### src/rtl/adc_sample_scheduler.sv
// rtl/adc_sample_scheduler.sv - periodic ADC conversion scheduler with 2^k averaging; optional ADC_SCHED_TIMESTAMP_EN
module adc_sample_scheduler #(
    parameter int ADC_WIDTH  = 16,
    parameter int MIN_PERIOD = 40,
    parameter int TIMEOUT    = 255,
    parameter int RST_PULSE  = 2
) (
    input  logic                 clk,
    input  logic                 areset,
    input  logic                 enable,
    input  logic [15:0]          period,
    input  logic [2:0]           avg_log2,
    output logic                 conv_start,
    input  logic                 conv_done,
    input  logic [ADC_WIDTH-1:0] conv_data,
    output logic                 drv_resetn,
    output logic [ADC_WIDTH-1:0] m_data,
    output logic                 m_valid,
    input  logic                 m_ready,
    input  logic                 clr_status,
    output logic                 overrun,
    output logic                 missed,
    output logic                 timeout,
    output logic [7:0]           miss_cnt
`ifdef ADC_SCHED_TIMESTAMP_EN
    ,
    output logic [31:0]          m_timestamp
`endif
);

    localparam int AW = ADC_WIDTH + 4;
    localparam int TW = $clog2(TIMEOUT + 1);
    localparam int RW = (RST_PULSE > 1) ? $clog2(RST_PULSE + 1) : 1;
    localparam logic [15:0]   MIN_P   = 16'(MIN_PERIOD);
    localparam logic [TW-1:0] TMO_END = TW'(TIMEOUT - 1);
    localparam logic [RW-1:0] RST_END = RW'(RST_PULSE - 1);

    typedef enum logic [2:0] {
        S_IDLE,
        S_WAIT_TICK,
        S_CONVERT,
        S_DELIVER,
        S_RECOVER
    } state_t;

    state_t          state, next_state;
    logic [15:0]     pcnt, p_lat, p_eff;
    logic            tick;
    logic [TW-1:0]   tcnt;
    logic [RW-1:0]   rcnt;
    logic [AW-1:0]   acc, sum, shifted;
    logic [4:0]      cnt, cnt_inc, n_lat;
    logic [2:0]      sh, sh_in;
    logic            last_sample, tmo_hit, load, can_load, miss_evt;

    assign p_eff       = (period < MIN_P) ? MIN_P : period;
    assign tick        = enable && (state != S_IDLE) && (pcnt == p_lat - 16'd1);
    assign sh_in       = (avg_log2 > 3'd4) ? 3'd4 : avg_log2;
    assign n_lat       = 5'd1 << sh;
    assign cnt_inc     = cnt + 5'd1;
    assign last_sample = (cnt_inc == n_lat);
    assign sum         = acc + AW'(conv_data);
    assign shifted     = sum >> sh;
    assign tmo_hit     = (state == S_CONVERT) && !conv_done && (tcnt == TMO_END);
    // The result register is loaded on the Nth conv_done edge so m_valid follows by one cycle.
    assign load        = (state == S_CONVERT) && conv_done && enable && last_sample;
    assign can_load    = !m_valid || m_ready;
    assign miss_evt    = tick && (state != S_WAIT_TICK);
    assign drv_resetn  = (state != S_RECOVER);

    // State register
    always_ff @(posedge clk or posedge areset) begin
        if (areset) state <= S_IDLE;
        else        state <= next_state;
    end

    // Next-state logic; dropping enable abandons any partial block
    always_comb begin
        next_state = state;
        unique case (state)
            S_IDLE:      if (enable) next_state = S_WAIT_TICK;
            S_WAIT_TICK: begin
                if (!enable)   next_state = S_IDLE;
                else if (tick) next_state = S_CONVERT;
            end
            S_CONVERT: begin
                if (conv_done) begin
                    if (!enable)         next_state = S_IDLE;
                    else if (last_sample) next_state = S_DELIVER;
                    else                 next_state = S_WAIT_TICK;
                end else if (tmo_hit) begin
                    next_state = S_RECOVER;
                end
            end
            S_DELIVER:   next_state = enable ? S_WAIT_TICK : S_IDLE;
            S_RECOVER:   if (rcnt == RST_END) next_state = enable ? S_WAIT_TICK : S_IDLE;
            default:     next_state = S_IDLE;
        endcase
    end

    // Period counter; a new period value is picked up only at wrap or while idle
    always_ff @(posedge clk or posedge areset) begin
        if (areset) begin
            pcnt  <= '0;
            p_lat <= MIN_P;
        end else if (state == S_IDLE || !enable) begin
            pcnt  <= '0;
            p_lat <= p_eff;
        end else if (tick) begin
            pcnt  <= '0;
            p_lat <= p_eff;
        end else begin
            pcnt  <= pcnt + 16'd1;
        end
    end

    // Conversion watchdog and reader-reset pulse length
    always_ff @(posedge clk or posedge areset) begin
        if (areset) begin
            tcnt <= '0;
            rcnt <= '0;
        end else begin
            tcnt <= (state == S_CONVERT) ? tcnt + TW'(1) : '0;
            rcnt <= (state == S_RECOVER) ? rcnt + RW'(1) : '0;
        end
    end

    // Accumulator, sample count and block size latch
    always_ff @(posedge clk or posedge areset) begin
        if (areset) begin
            acc <= '0;
            cnt <= '0;
            sh  <= '0;
        end else begin
            case (state)
                S_IDLE, S_DELIVER: begin
                    acc <= '0;
                    cnt <= '0;
                    sh  <= sh_in;
                end
                S_CONVERT: if (conv_done) begin
                    acc <= sum;
                    cnt <= cnt_inc;
                end
                S_RECOVER: begin
                    acc <= '0;
                    cnt <= '0;
                end
                default: ;
            endcase
        end
    end

    // One-cycle start pulse coincides with the first CONVERT cycle
    always_ff @(posedge clk or posedge areset) begin
        if (areset) conv_start <= 1'b0;
        else        conv_start <= (state == S_WAIT_TICK) && tick;
    end

    // Output stream register: hold while stalled, clear on handshake
    always_ff @(posedge clk or posedge areset) begin
        if (areset) begin
            m_data  <= '0;
            m_valid <= 1'b0;
        end else if (load && can_load) begin
            m_data  <= shifted[ADC_WIDTH-1:0];
            m_valid <= 1'b1;
        end else if (m_valid && m_ready) begin
            m_valid <= 1'b0;
        end
    end

    // Sticky status; clr_status wins over a same-cycle event
    always_ff @(posedge clk or posedge areset) begin
        if (areset) begin
            overrun  <= 1'b0;
            missed   <= 1'b0;
            timeout  <= 1'b0;
            miss_cnt <= '0;
        end else if (clr_status) begin
            overrun  <= 1'b0;
            missed   <= 1'b0;
            timeout  <= 1'b0;
            miss_cnt <= '0;
        end else begin
            if (load && !can_load) overrun <= 1'b1;
            if (tmo_hit)           timeout <= 1'b1;
            if (miss_evt) begin
                missed <= 1'b1;
                if (miss_cnt != 8'hFF) miss_cnt <= miss_cnt + 8'd1;
            end
        end
    end

`ifdef ADC_SCHED_TIMESTAMP_EN
    logic [31:0] ts_cnt, ts_cap;

    // Free-running cycle stamp captured at the first start of a block, delivered with m_data
    always_ff @(posedge clk or posedge areset) begin
        if (areset) begin
            ts_cnt      <= '0;
            ts_cap      <= '0;
            m_timestamp <= '0;
        end else begin
            ts_cnt <= ts_cnt + 32'd1;
            if ((state == S_WAIT_TICK) && tick && (cnt == 5'd0)) ts_cap <= ts_cnt + 32'd1;
            if (load && can_load) m_timestamp <= ts_cap;
        end
    end
`endif

endmodule
### config.mk
export PLATFORM = sky130hd
export DESIGN_NAME = adc_sample_scheduler
export DESIGN_NICKNAME = d
export VERILOG_FILES = /design/src/rtl/adc_sample_scheduler.sv
export SDC_FILE = /design/constraint.sdc
export NUM_CORES = 1
export LEC_CHECK = 0
export CAP_MARGIN = 25
export CORE_MARGIN = 1.5
export CORE_UTILIZATION = 55
export CTS_CLUSTER_SIZE = 14
export DETAILED_ROUTE_END_ITERATION = 6
export DONT_BUFFER_PORTS = 1
export HOLD_SLACK_MARGIN = 0.15
export PLACE_DENSITY = 0.8
export RECOVER_POWER = 25
export SLEW_MARGIN = 10
export SYNTH_ARGS = -nofsm -noshare
export SYNTH_HDL_FRONTEND = slang
export SYNTH_SLANG_ARGS = --single-unit
### constraint.sdc
create_clock -name clk -period 3.85 [get_ports clk]
set_clock_uncertainty 0.15 [all_clocks]
set_input_delay 1.155 -clock clk [delete_from_list [all_inputs] [get_ports clk]]
set_output_delay 1.155 -clock clk [all_outputs]
set_load 0.05 [all_outputs]
-- Word-level counts from Yosys, hierarchy flattened
Index checks and enable logic that the tools add are counted.
- add/sub/neg operators: 7
- order comparisons: 2
- equality and inequality tests: 16
- shift operators: 2
- muxes and demuxes: 33
- reduce and logical (&&, ||, !) cells: 32
- operators with widths (kind ; number):
    16-bit 2-to-1 mux ; 5
    20-bit case mux with 2 select lines ; 1
    8-bit 2-to-1 mux ; 4
    3-bit 2-to-1 mux ; 7
    20-bit by 16-bit adder with 20-bit output ; 1
    20-bit 2-to-1 mux ; 1
    20-bit by 3-bit >> shifter with 16-bit output ; 1
    16-bit by 1-bit adder with 16-bit output (second input constant) ; 1
    8-bit by 1-bit adder with 8-bit output (second input constant) ; 2
    16-bit == test ; 1
    16-bit by 6-bit < comparator with 1-bit output (second input constant) ; 1
    16-bit by 1-bit subtractor with 16-bit output (second input constant) ; 1
    3-bit case mux with 5 select lines ; 1
    2-bit nonzero test ; 7
    1-bit logical AND ; 12
    5-bit case mux with 2 select lines ; 1
    1-bit 2-to-1 mux ; 9
    3-bit inequality test (second input constant) ; 3
    8-bit == test (second input constant) ; 1
    8-bit inequality test (second input constant) ; 1
    3-bit by 2-bit == test with 1-bit output (second input constant) ; 2
    2-bit 2-to-1 mux ; 3
    2-bit inequality test (second input constant) ; 3
    5-bit by 1-bit adder with 5-bit output (second input constant) ; 1
    17 further kinds ; 22
- flip-flop bits (word level): 102
- bits of input ports: 41

-- Longest topological paths before layout
- depth after elaboration: 7
- depth in mapped cells: 12
- gate-level depth less buffers: 10

-- Worst setup path after synthesis
Ideal clock, no wire load.
- path kind: input-to-reg
- start: input port conv_data[0]
- end: register m_data[13]
- library setup time: 126 ps
- data arrival time: 3519 ps
- data required time: 3574 ps
- path slack: 55 ps
- stages: 11
- cells stage by stage: ha_1 > fa_1 > a21oi_1 > o22ai_1 > a21oi_1 > a21o_1 > clkbuf_1 > mux2_2 > mux2i_1 > nor4_1 > o32a_1
- longest elaborated chain between the ends: 2
- RTL lines (element ; RTL line ; RTL):
    start: declaration ; 15 ; input logic [ADC_WIDTH-1:0] conv_data,
    20-bit by 16-bit adder with 20-bit output ; 62 ; assign sum = acc + AW'(conv_data);
    20-bit by 3-bit >> shifter with 16-bit output ; 63 ; assign shifted = sum >> sh;
    end signal: assignment ; 166 ; m_data <= shifted[ADC_WIDTH-1:0];
    end: declaration ; 17 ; output logic [ADC_WIDTH-1:0] m_data,
Every way passes these cells.
A chain may end at the register's enable or synchronous reset.

-- Final worst setup path
- start: input port conv_data[4]
- end: register m_data[9]
Same word-level chain as after synthesis.

==> results.md <==
* Cts bufs inserted at 9
* Max-cap violation count at 0
* Clock Path Buffers at 2
* CP top delay family: compound AO/OA/AOI/OAI gates
* Vias in the first global route at 5405
* Effective utilization at floorplan at 56.9%
* WHS at 0.300 ns
* Crit start category: input port
* CTS tree: yes
* Seq cells post-synth at 102
* Most frequent CP cell: o211ai_1
* Largest net degree at the start of global routing at 61
* Final Max Slew Viols at 0
* Routed WL per cell at 18.6 um
* Aggregate routed wire length at 15900 um
* Hold buffers post-CTS at 0
* Slew headroom at 2.01%
* RePlAce Congestion at 0.975
* Lkg Pwr at 3.20 nW
* Total gr overflow at 0
* Core ar. at 11600 um^2
* Syn Std Cell Area at 6580 um^2
* Post-Syn Instances at 696
* Crit path max fanout at 5
* TritonCTS Sinks at 102
* Fillers at 930
* Post-CTS Resized at 0
* Worst EP arrival at 3.79 ns
* N_diodes at 0
* Htree depth at 3
* Synthesized area per cell at 9.46 um^2
* DR vias at 5466
* FMAX at 272 MHz
* Slowest stage delay, CP at 0.53 ns
* Slowest CP cell: o41ai_1
* Crit Path Class: in -> reg
* Die height at 112 um
* First-pass GRT wire length at 26500 um
* Via/cell ratio at 6.41
* DP HPWL at 11900 um
* Reg clk slew, reported paths at 0.07 ns
* Status: finished with violations
* VDD IR max at 0.227 mV
* Synth warn at 0
* Top cells by area, synth: dfrtp_1 (38%), nor2_1 (4.8%), xor2_1 (4.8%)
* Commonest cells after routing, fill and taps aside: dfrtp_1 (100), nor2_1 (85), nand2_1 (57), xor2_1 (36), o21ai_0 (36)
* Layout cell share with drive strength beyond 1 at 10.8%
* Crit path capture type: flip-flop
* Die Area at 12600 um^2
* Pwr Density at 342 nW/um^2
* Final core occ at 61.6%
* Post-CTS Setup Inserts at 0
* RSZ-0062 raised after global routing: no
* Tmin final at 3.67 ns
* Failing checks: design-rule violations
* Std cell rows at 39
* Worst-margin pin slew at 1.47 ns
* Hold Fails Final Rpt at 0
* # DRC at 3
* Port Buffer Count at 0
* Post-synth top area share at 38.0%
* Placed inst area at 6880 um^2
* Initial antenna violation count at 0
* Asr flop ratio synth at 100%
* Critical Path RT at 3.97 ns
* Post-Syn Nets at 761
* Primary FF master, synth: dfrtp_1
* Worst path bufs/invs at 0
* Die X at 112 um
* Design area at 7130 um^2
* Overall routing resource usage at 26.3%
* Post-synthesis sequential area ratio at 38.8%
* Drt first pass iters at 7
* Worst-skew pair later-pin latency at 0.35 ns
* First-iteration detailed-routing DRC count at 448
* Hold/Removal Path Class: reg -> reg
* Nets@finish at 770
* I/O pins at 71
* Area growth, synth to finish at 8.29%
* Cell variety after synth at 73
* Most common cell after layout, fill and taps aside: dfrtp_1
* EDFF count, synth at 0
* Antenna-violating nets left at 0
* Final setup fails at 0
* Yosys top cell by area: dfrtp_1
* Final period util at 95.4%
* Worst path cell trace: ha_1, o211ai_1, o211ai_1, a21oi_1, o41ai_1, xor2_1, o22ai_1, or3_1, a31oi_1
* CTS root buf: clkbuf_16
layout make-up:
class                           count  area [um^2]  area share [%]
Timing Repair Buffer               28          216            3.04
Clock inverter                      6         43.8           0.614
Sequential cell                   102         2550            35.8
Clock buffer                       10          229            3.21
Multi-Input combinational cell    541         3820            53.5
Inverter                           23         87.6            1.23
Tap cell                          143          179            2.51
flip-flops by register name, summed over array words and instances, names as in the netlist:
signal,count
acc,20
cnt,5
conv_start,1
m_data,16
m_valid,1
miss_cnt,8
missed,1
overrun,1
p_lat,16
pcnt,16
rcnt,2
sh,3
state,3
tcnt,8
timeout,1
report_power, final:
part           leakage, nW  internal (mW)  total [mW]  switching, mW
Sequential            1.38           1.10        1.16         0.0602
Clock                0.139          0.445       0.867          0.422
Combinational         1.69          0.175       0.407          0.233
Total                 3.20           1.72        2.44          0.715
kinds of logic (layout without fill, tap and decap cells):
logic type / count (synthesis) / in the layout / share of synthesized area [%]
buffers and inverters: 53 / 67 / 3.19
flip-flops: 102 / 102 / 38.8
AND/OR/NAND/NOR: 260 / 260 / 19.5
multiplexers: 44 / 44 / 9.45
adder cells (fa/ha/maj): 24 / 24 / 4.68
XOR/XNOR: 58 / 58 / 7.72
AO/OA/AOI/OAI: 155 / 155 / 16.7
Yosys cell counts (4+ instances only):
cell type,n
nor4_1,6
nor3b_1,5
a211o_1,4
o22ai_1,4
mux4_2,13
inv_1,22
xor2_1,36
clkbuf_1,24
mux2i_1,16
nand3_1,32
nor3_1,12
o31ai_1,5
a21oi_1,28
o21ai_0,36
nand4_1,7
or3_1,4
a31oi_1,8
xnor2_1,22
or2_2,6
a22o_1,19
nand2b_1,6
and3_1,11
dfrtp_1,100
a211oi_1,4
and2_1,5
mux2_1,12
nand2_1,57
ha_1,23
nor2b_1,4
a21o_1,8
nor2_1,85
routing by layer:
| layer | wire length (um) | vias up | part of all wire, % | global-route usage [%] |
|---|---|---|---|---|
| met5 | 0 | - | 0 | 0 |
| met3 | 991 | 35 | 6.2 | 5.94 |
| met2 | 7690 | 172 | 48 | 43.6 |
| met4 | 354 | 0 | 2.2 | 9.96 |
| met1 | 6840 | 2701 | 43 | 34.0 |
| li1 | - | 2558 | - | - |
metrics by stage:
stage                     total power, mW  setup slack (ns)  cells  setup TNS (ns)
final                                2.44             0.177    853               0
after global routing                 2.54            0.0146    853               0
after CTS                            2.45             0.195    853               0
after detailed placement             1.59           -0.0418    837          -0.107
after global placement               1.57           0.00764    837               0
after floorplan                      1.49            0.0545    696               0
worst register-to-register path, cell delays in order (launching register included):
cell	delay [ns]
dfrtp_1	0.43
inv_1	0.10
ha_1	0.21
or3b_2	0.54
nor2_2	0.19
nand4b_1	0.13
a311o_1	0.42
a2111oi_4	0.52
nand2_1	0.15
nand2_1	0.13
buf_12	0.21
mux2_1	0.37
worst paths after layout:
| path | from | endpoint | slack, ns | cells past startpoint |
|---|---|---|---|---|
| setup / recovery | conv_data[4] | m_data[9] | 0.18 | 9 |
| hold / removal | rcnt[0] | rcnt[0] | 0.30 | 1 |
| setup reg to reg | p_lat[0] | p_lat[11] | 0.19 | 11 |
| hold reg to reg | rcnt[0] | rcnt[0] | 0.30 | 1 |
| max in group asynchronous | areset | rcnt[1] | 0.81 | 2 |
| min in group asynchronous | areset | p_lat[6] | 0.77 | 1 |
Note: power is estimated with default switching activity, not from simulation.
